**config.mk**
```make
export PLATFORM = sky130hd
export DESIGN_NAME = rr_arbiter_4_flat
export DESIGN_NICKNAME = d
export VERILOG_FILES = /design/src/rtl/rr_arbiter_4_pkg.sv /design/src/rtl/rr_arbiter_4_if.sv /design/src/rtl/rr_arbiter_4_pick.sv /design/src/rtl/rr_arbiter_4.sv /design/src/flat_wrapper.sv
export SDC_FILE = /design/constraint.sdc
export NUM_CORES = 1
export LEC_CHECK = 0
export ABC_AREA = 1
export CAP_MARGIN = 40
export CORE_UTILIZATION = 54
export CTS_CLUSTER_SIZE = 20
export DETAILED_ROUTE_END_ITERATION = 7
export DONT_BUFFER_PORTS = 1
export MAX_ROUTING_LAYER = met4
export PLACE_DENSITY = 0.72
export SETUP_SLACK_MARGIN = 0.15
export SLEW_MARGIN = 5
export SYNTH_ARGS = -nofsm -noshare
export SYNTH_HDL_FRONTEND = slang
export SYNTH_SLANG_ARGS = --single-unit
```
**constraint.sdc**
```tcl
create_clock -name clk -period 1.65 [get_ports clk]
set_input_delay 0.33 -clock clk [delete_from_list [all_inputs] [get_ports clk]]
set_output_delay 0.33 -clock clk [all_outputs]
set_load 0.05 [all_outputs]
```
**src/rtl/rr_arbiter_4_pkg.sv**
```systemverilog
// Shared constants and helpers for the four-way round-robin arbiter.
// State encodings are plain localparams so they can be reused in legacy code.
package rr_arbiter_4_pkg;
   localparam int NUM_REQ = 4;
   localparam int IDX_W   = 2;

   localparam logic [0:0] ST_IDLE = 1'b0;
   localparam logic [0:0] ST_BUSY = 1'b1;

   function automatic logic [NUM_REQ-1:0] onehot(input logic [IDX_W-1:0] idx);
      logic [NUM_REQ-1:0] v;
      v      = '0;
      v[idx] = 1'b1;
      return v;
   endfunction
endpackage

```
**src/rtl/rr_arbiter_4_if.sv**
```systemverilog
// Request/grant bundle between the four engines and the arbiter.
// The slave side is the arbiter; the master side drives the requests.
interface rr_arbiter_4_if;
   import rr_arbiter_4_pkg::*;

   logic [NUM_REQ-1:0] req;
   logic [NUM_REQ-1:0] gnt;
   logic [IDX_W-1:0]   gnt_idx;
   logic               gnt_valid;
   logic               preempt;

   modport master (output req, input gnt, gnt_idx, gnt_valid, preempt);
   modport slave  (input req, output gnt, gnt_idx, gnt_valid, preempt);
endinterface

```
**src/rtl/rr_arbiter_4_pick.sv**
```systemverilog
// Combinational round-robin pick: the first requester set, scanning from
// last_idx+1 upward with wrap, wins. last_idx itself is examined last.
module rr_pick_4
   import rr_arbiter_4_pkg::*;
(
   input  logic [NUM_REQ-1:0] req,
   input  logic [IDX_W-1:0]   last_idx,
   output logic [IDX_W-1:0]   pick_idx,
   output logic               pick_valid
);

   logic [IDX_W-1:0] cand;

   // NOTE: every output gets a default before the loop; otherwise an
   // all-zero req leaves them unassigned and a latch is inferred.
   always_comb begin
      pick_idx   = '0;
      pick_valid = 1'b0;
      cand       = '0;
      // Walk from the farthest offset down so the nearest hit overwrites.
      for (int k = NUM_REQ; k >= 1; k--) begin
         cand = last_idx + IDX_W'(k);
         if (req[cand]) begin
            pick_idx   = cand;
            pick_valid = 1'b1;
         end
      end
   end

endmodule

```
**src/rtl/rr_arbiter_4.sv**
```systemverilog
// Four-way round-robin arbiter with a bounded hold time per owner.
// Grant, index, valid and preempt are all registered on the same edge.
module rr_arbiter_4
   import rr_arbiter_4_pkg::*;
#(
   parameter int MAX_HOLD = 8,
   parameter int CNT_W    = 4
) (
   input logic           clk,
   input logic           rst_n,
   rr_arbiter_4_if.slave bus
);

   localparam logic [CNT_W-1:0] HOLD_LAST = CNT_W'(MAX_HOLD - 1);

   logic [0:0]         state;
   logic [CNT_W-1:0]   hold_cnt;
   logic [IDX_W-1:0]   last_idx;
   logic [NUM_REQ-1:0] gnt;
   logic [IDX_W-1:0]   gnt_idx;
   logic               gnt_valid;
   logic               preempt;

   logic [IDX_W-1:0]   pick_idx;
   logic               pick_valid;
   logic               owner_req;
   logic               others;
   logic               at_limit;
   logic               take_new;
   logic               timeout;
   logic               go_idle;

   rr_pick_4 u_pick (
      .req        (bus.req),
      .last_idx   (last_idx),
      .pick_idx   (pick_idx),
      .pick_valid (pick_valid)
   );

   always_comb begin
      owner_req = bus.req[last_idx];
      others    = |(bus.req & ~onehot(last_idx));
      at_limit  = (hold_cnt == HOLD_LAST);
      take_new  = 1'b0;
      timeout   = 1'b0;
      go_idle   = 1'b0;
      if (state == ST_IDLE) begin
         take_new = pick_valid;
      end else if (owner_req) begin
         // Owner is only displaced once its hold budget is spent.
         if (at_limit && others) begin
            take_new = 1'b1;
            timeout  = 1'b1;
         end
      end else if (others) begin
         take_new = 1'b1;
      end else begin
         go_idle = 1'b1;
      end
   end

   // NOTE: state is updated with non-blocking assignments so every register
   // sees pre-edge values, independent of statement order.
   always_ff @(posedge clk) begin
      if (!rst_n) begin
         state     <= ST_IDLE;
         hold_cnt  <= '0;
         last_idx  <= IDX_W'(NUM_REQ - 1);
         gnt       <= '0;
         gnt_idx   <= '0;
         gnt_valid <= 1'b0;
         preempt   <= 1'b0;
      end else if (take_new) begin
         state     <= ST_BUSY;
         hold_cnt  <= '0;
         last_idx  <= pick_idx;
         gnt       <= onehot(pick_idx);
         gnt_idx   <= pick_idx;
         gnt_valid <= 1'b1;
         preempt   <= timeout;
      end else if (go_idle) begin
         state     <= ST_IDLE;
         hold_cnt  <= '0;
         gnt       <= '0;
         gnt_idx   <= '0;
         gnt_valid <= 1'b0;
         preempt   <= 1'b0;
      end else begin
         preempt <= 1'b0;
         if (state == ST_BUSY && !at_limit) begin
            hold_cnt <= hold_cnt + 1'b1;
         end
      end
   end

   assign bus.gnt       = gnt;
   assign bus.gnt_idx   = gnt_idx;
   assign bus.gnt_valid = gnt_valid;
   assign bus.preempt   = preempt;

endmodule

```
**src/flat_wrapper.sv**
```systemverilog
// flat-port wrapper written by rule: the top's interface ports become plain ports
module rr_arbiter_4_flat import rr_arbiter_4_pkg::*;
#(
   parameter int MAX_HOLD = 8,
   parameter int CNT_W    = 4
)
  (clk, rst_n, bus_req, bus_gnt, bus_gnt_idx, bus_gnt_valid, bus_preempt);
  rr_arbiter_4_if bus_i ();
  input logic clk;
  input logic rst_n;
  input wire logic [$bits(bus_i.req)-1:0] bus_req;
  output wire logic [$bits(bus_i.gnt)-1:0] bus_gnt;
  output wire logic [$bits(bus_i.gnt_idx)-1:0] bus_gnt_idx;
  output wire logic [$bits(bus_i.gnt_valid)-1:0] bus_gnt_valid;
  output wire logic [$bits(bus_i.preempt)-1:0] bus_preempt;
  assign bus_i.req = bus_req;
  assign bus_gnt = bus_i.gnt;
  assign bus_gnt_idx = bus_i.gnt_idx;
  assign bus_gnt_valid = bus_i.gnt_valid;
  assign bus_preempt = bus_i.preempt;
  rr_arbiter_4 #(.MAX_HOLD(MAX_HOLD), .CNT_W(CNT_W)) u_core (.clk(clk), .rst_n(rst_n), .bus(bus_i));
endmodule
```
==> impl_metrics.xml <==
<?xml version="1.0" encoding="UTF-8"?>
<metrics>
  <group name="outcome">
    <metric name="outcome" unit="">finished, violations left</metric>
    <metric name="failed_checks" unit="">setup timing</metric>
  </group>
  <group name="floorplanning">
    <metric name="placementRows" unit="">14</metric>
    <metric name="fp.dieW" unit="um">42.9</metric>
    <metric name="die_area" unit="um^2">1840</metric>
    <metric name="die_height" unit="um">42.9</metric>
    <metric name="design.portCount" unit="">14</metric>
    <metric name="core_area" unit="um^2">1540</metric>
    <metric name="floorplan.initialDensity" unit="%">58.6</metric>
  </group>
  <group name="global_route">
    <metric name="groute.usage.overall" unit="%">23.4</metric>
    <metric name="grt_antenna_before_repair" unit="">0</metric>
    <metric name="largest_net_degree_at_the_start_of_global_routing" unit="">8</metric>
    <metric name="global_route.overflow_total" unit="">0</metric>
    <metric name="global_route_wire_length_before_repair" unit="um">3220</metric>
    <metric name="first_global_vias" unit="">786</metric>
  </group>
  <group name="detailed_routing">
    <metric name="via_density_per_instance" unit="">5.44</metric>
    <metric name="drt_first_iter_violations" unit="">30</metric>
    <metric name="post-route-drc-count" unit="">0</metric>
    <metric name="drtAntennaViolNets" unit="">0</metric>
    <metric name="first_pass_iteration_count_of_the_detailed_router" unit="">4</metric>
    <metric name="route.final.wire_length" unit="um">2100</metric>
    <metric name="routedWlPerCell" unit="um">13.0</metric>
    <metric name="detailroute.via_count" unit="">881</metric>
  </group>
  <group name="setup_path">
    <metric name="worst_path_dominant_cell_family" unit="">simple AND/OR/NAND/NOR gates</metric>
    <metric name="worst_setup_path_start_kind" unit="">flip-flop</metric>
    <metric name="timing.critical_path.slowest_cell_delay" unit="ps">380</metric>
    <metric name="cp_cell_sequence" unit="">buf_4 &gt; ha_1 &gt; o21ai_1 &gt; nor2_2 &gt; nor2_1 &gt; nand2_2 &gt; nand2_4 &gt; nand2_2 &gt; nor3_1</metric>
    <metric name="critPathKind" unit="">flip-flop to flip-flop</metric>
    <metric name="timing.critical_path.mode_cell" unit="">sky130_fd_sc_hd__nand2_2</metric>
    <metric name="worst_path_max_delay_cell" unit="">sky130_fd_sc_hd__dfxtp_4</metric>
    <metric name="cp_max_fo" unit="">6</metric>
    <metric name="r2r-start" unit="">u_core.last_idx[0]</metric>
    <metric name="cp_endpoint_kind" unit="">flip-flop</metric>
    <metric name="worst_endpoint_required_time" unit="ps">1830</metric>
    <metric name="worstSetupStartpoint" unit="">u_core.last_idx[0]</metric>
    <metric name="worst-endpoint-arrival" unit="ps">1890</metric>
    <metric name="worst-path-buf-inv" unit="">1</metric>
  </group>
  <group name="placement">
    <metric name="finalWeightedCongestion" unit="">0.964</metric>
    <metric name="place_hpwl" unit="um">1430</metric>
    <metric name="detailed_place.area" unit="um^2">980</metric>
    <metric name="io_buffer_count" unit="">0</metric>
  </group>
  <group name="synthesis">
    <metric name="yosys.area_share.adder" unit="%">6.93</metric>
    <metric name="synth.ff_latch_count" unit="">14</metric>
    <metric name="synth-warning-count" unit="">0</metric>
    <metric name="number_of_nets_in_the_synthesized_netlist" unit="">142</metric>
    <metric name="synth_top_family_by_area" unit="">simple AND/OR/NAND/NOR gates</metric>
    <metric name="basic_gate_share_of_the_synthesized_area_counting_and_or_nand_and_nor_cells" unit="%">39.3</metric>
    <metric name="synthMuxAreaShare" unit="%">0</metric>
    <metric name="synthesis.instances" unit="">131</metric>
    <metric name="ys_seq_area_share" unit="%">31.0</metric>
    <metric name="synth_compound_area_share" unit="%">9.56</metric>
    <metric name="yosys.area_share.xor_xnor" unit="%">1.94</metric>
    <metric name="avgSynthCellArea" unit="um^2">6.90</metric>
    <metric name="netlist_area" unit="um^2">903</metric>
    <metric name="netlist-cell-type-count" unit="">23</metric>
  </group>
  <group name="hold_path">
    <metric name="min-delay-start" unit="">rst_n</metric>
    <metric name="hold_path.class" unit="">input pin to flip-flop</metric>
  </group>
  <group name="clock_tree">
    <metric name="cts.sink_count" unit="">14</metric>
    <metric name="hold_bufs_at_cts" unit="">0</metric>
    <metric name="tritoncts" unit="">built</metric>
    <metric name="clock_latency" unit="ps">270</metric>
    <metric name="numCtsBuffers" unit="">3</metric>
    <metric name="clockRootBuffer" unit="">sky130_fd_sc_hd__clkbuf_4</metric>
    <metric name="cts_htree_levels" unit="">1</metric>
    <metric name="cts.reportedPaths.clkPinSlew" unit="ps">70</metric>
    <metric name="clockBufferDepth" unit="">2</metric>
  </group>
  <group name="timing">
    <metric name="worst-slew-pin-transition" unit="ps">530</metric>
    <metric name="fmax" unit="MHz">585</metric>
    <metric name="timing.final.crit_period" unit="ps">1710</metric>
    <metric name="final_critical_path_share_of_the_clock_period" unit="%">104</metric>
    <metric name="final_hold_slack" unit="ps">142</metric>
    <metric name="setup_ws_post_layout" unit="ps">-59.7</metric>
    <metric name="setup_repair_after_global_routing_missed_its_margin" unit="">yes</metric>
    <metric name="timing.final.hold_violations" unit="">0</metric>
    <metric name="relSlewSlack" unit="%">64.6</metric>
    <metric name="finalSetupViolCount" unit="">1</metric>
    <metric name="final.setup_skew" unit="ps">0.434</metric>
    <metric name="timing_max_transition_violations_final" unit="">0</metric>
  </group>
  <group name="power">
    <metric name="power.share.switching" unit="%">55.3</metric>
    <metric name="combPwrFrac" unit="%">64.4</metric>
    <metric name="power.share.sequential" unit="%">28.6</metric>
    <metric name="clkPwrFrac" unit="%">6.9</metric>
    <metric name="power.leakage" unit="nW">0.562</metric>
    <metric name="vdd_drop_max" unit="uV">1190</metric>
    <metric name="cellPowerDensity" unit="nW/um^2">2260</metric>
    <metric name="p_int" unit="mW">1.17</metric>
    <metric name="power.switching" unit="mW">1.45</metric>
  </group>
  <group name="final_layout">
    <metric name="layout_filler_cell_count" unit="">124</metric>
    <metric name="fraction_of_layout_cells_with_a_size_suffix_above_1" unit="%">40.4</metric>
    <metric name="area_delta_synth_final" unit="%">28.0</metric>
    <metric name="nNetsFinal" unit="">159</metric>
    <metric name="antenna_cells_inserted" unit="">0</metric>
    <metric name="final_cell_area" unit="um^2">1160</metric>
  </group>
  <group name="flow_run">
    <metric name="drv.max_cap_violation_count" unit="">0</metric>
  </group>
</metrics>
==> layout by cell type (no fill, tap or decap), drive strengths merged <==
cell and n:
a21oi 3, a31oi 1, buf 13, clkbuf 3
dfxtp 14, ha 5, inv 22, nand2 41
nand3 24, nand4 1, nor2 8, nor3 1
o211ai 1, o21ai 7, xor2 2
==> kinds of logic (layout without fill, tap and decap cells) <==
logic type | after synthesis | after routing
adder cells (fa/ha/maj) | 5 | 5
XOR/XNOR | 2 | 2
flip-flops | 14 | 14
AND/OR/NAND/NOR | 75 | 75
buffers and inverters | 23 | 38
AO/OA/AOI/OAI | 12 | 12
==> flip-flops by register name, summed over array words and instances, names as in the netlist <==
| name | cells |
|---|---|
| u_core.hold_cnt | 4 |
| u_core.bus.gnt_idx | 2 |
| u_core.bus.preempt | 1 |
| u_core.state | 1 |
| u_core.bus.gnt | 4 |
| u_core.last_idx | 2 |
==> path summary, 6_finish.rpt <==
kind | to | slack (ps) | cells past startpoint
max | u_core.bus.preempt | -60 | 9
min | u_core.last_idx[0] | 140 | 1
max reg2reg | u_core.bus.preempt | -60 | 9
min reg2reg | u_core.hold_cnt[1] | 490 | 2
==> Yosys cell counts <==
cell type	instances	area (um^2)
sky130_fd_sc_hd__a21oi_1	2	10.0
sky130_fd_sc_hd__a21oi_2	1	8.76
sky130_fd_sc_hd__a31oi_4	1	21.3
sky130_fd_sc_hd__buf_6	1	11.3
sky130_fd_sc_hd__dfxtp_1	14	280
sky130_fd_sc_hd__ha_1	5	62.6
sky130_fd_sc_hd__inv_1	18	67.6
sky130_fd_sc_hd__inv_2	2	7.51
sky130_fd_sc_hd__inv_4	1	6.26
sky130_fd_sc_hd__inv_6	1	8.76
sky130_fd_sc_hd__nand2_1	35	131
sky130_fd_sc_hd__nand2_2	4	25.0
sky130_fd_sc_hd__nand2_4	2	22.5
sky130_fd_sc_hd__nand3_1	21	105
sky130_fd_sc_hd__nand3_2	3	30.0
sky130_fd_sc_hd__nand4_1	1	6.26
sky130_fd_sc_hd__nor2_1	8	30.0
sky130_fd_sc_hd__nor3_1	1	5.00
sky130_fd_sc_hd__o211ai_1	1	7.51
sky130_fd_sc_hd__o21ai_0	3	15.0
sky130_fd_sc_hd__o21ai_1	3	15.0
sky130_fd_sc_hd__o21ai_2	1	8.76
sky130_fd_sc_hd__xor2_1	2	17.5
==> layout make-up <==
| class | count | area, um^2 | share of cell area, % |
|---|---|---|---|
| clock buffer | 3 | 22.5 | 1.95 |
| tap | 16 | 20.0 | 1.73 |
| inverter | 22 | 100 | 8.66 |
| timing repair buffer | 13 | 97.6 | 8.44 |
| sequential | 14 | 287 | 24.8 |
| multi-input combinational | 94 | 629 | 54.4 |
==> layer usage <==
| layer | up-vias | part of all wire [%] | GRT usage [%] |
|---|---|---|---|
| met4 | 0 | 0.48 | 3.75 |
| met2 | 23 | 48 | 35.8 |
| met5 | - | 0 | - |
| met3 | 2 | 4.3 | 6.81 |
| met1 | 409 | 47 | 31.1 |
| li1 | 447 | - | - |
==> worst reg2reg max path, delay by kind of cell, from the launching register on <==
family	cells	cell delay, ps
adders and majority gates	1	180
buffers and inverters	1	150
and+or+nand+nor	6	760
DFF	1	380
AOI/OAI and AO/OA	1	150
==> through the flow <==
stage          power (mW)  std cells  utilization [%]  setup WS (ps)  setup TNS (ps)
6_report             2.62        162             75.0          -59.7           -59.7
5_1_grt              2.82        162             75.0           -164            -995
4_1_cts              2.27        157             67.0           68.5               0
3_5_place_dp         2.00        152             63.6          -24.6            -103
3_3_place_gp         1.97        152             63.6           7.60               0
2_1_floorplan        1.73        131                -            107               0
==> power groups by stage <==
stage / registers, mW / logic, mW / clock network, mW
2_1_floorplan: 0.760 / 0.968 / 0
3_3_place_gp: 0.747 / 1.23 / 0
3_5_place_dp: 0.752 / 1.25 / 0
4_1_cts: 0.742 / 1.33 / 0.191
5_1_grt: 0.763 / 1.86 / 0.203
6_report: 0.749 / 1.69 / 0.182
==> timing repair <==
action | CTS | global route
buffers inserted | 2 | 5
pin swaps | 7 | 12
resized for setup | 7 | 23
setup endpoints to repair | 14 | 14
Note: power is estimated with default switching activity, not from simulation.
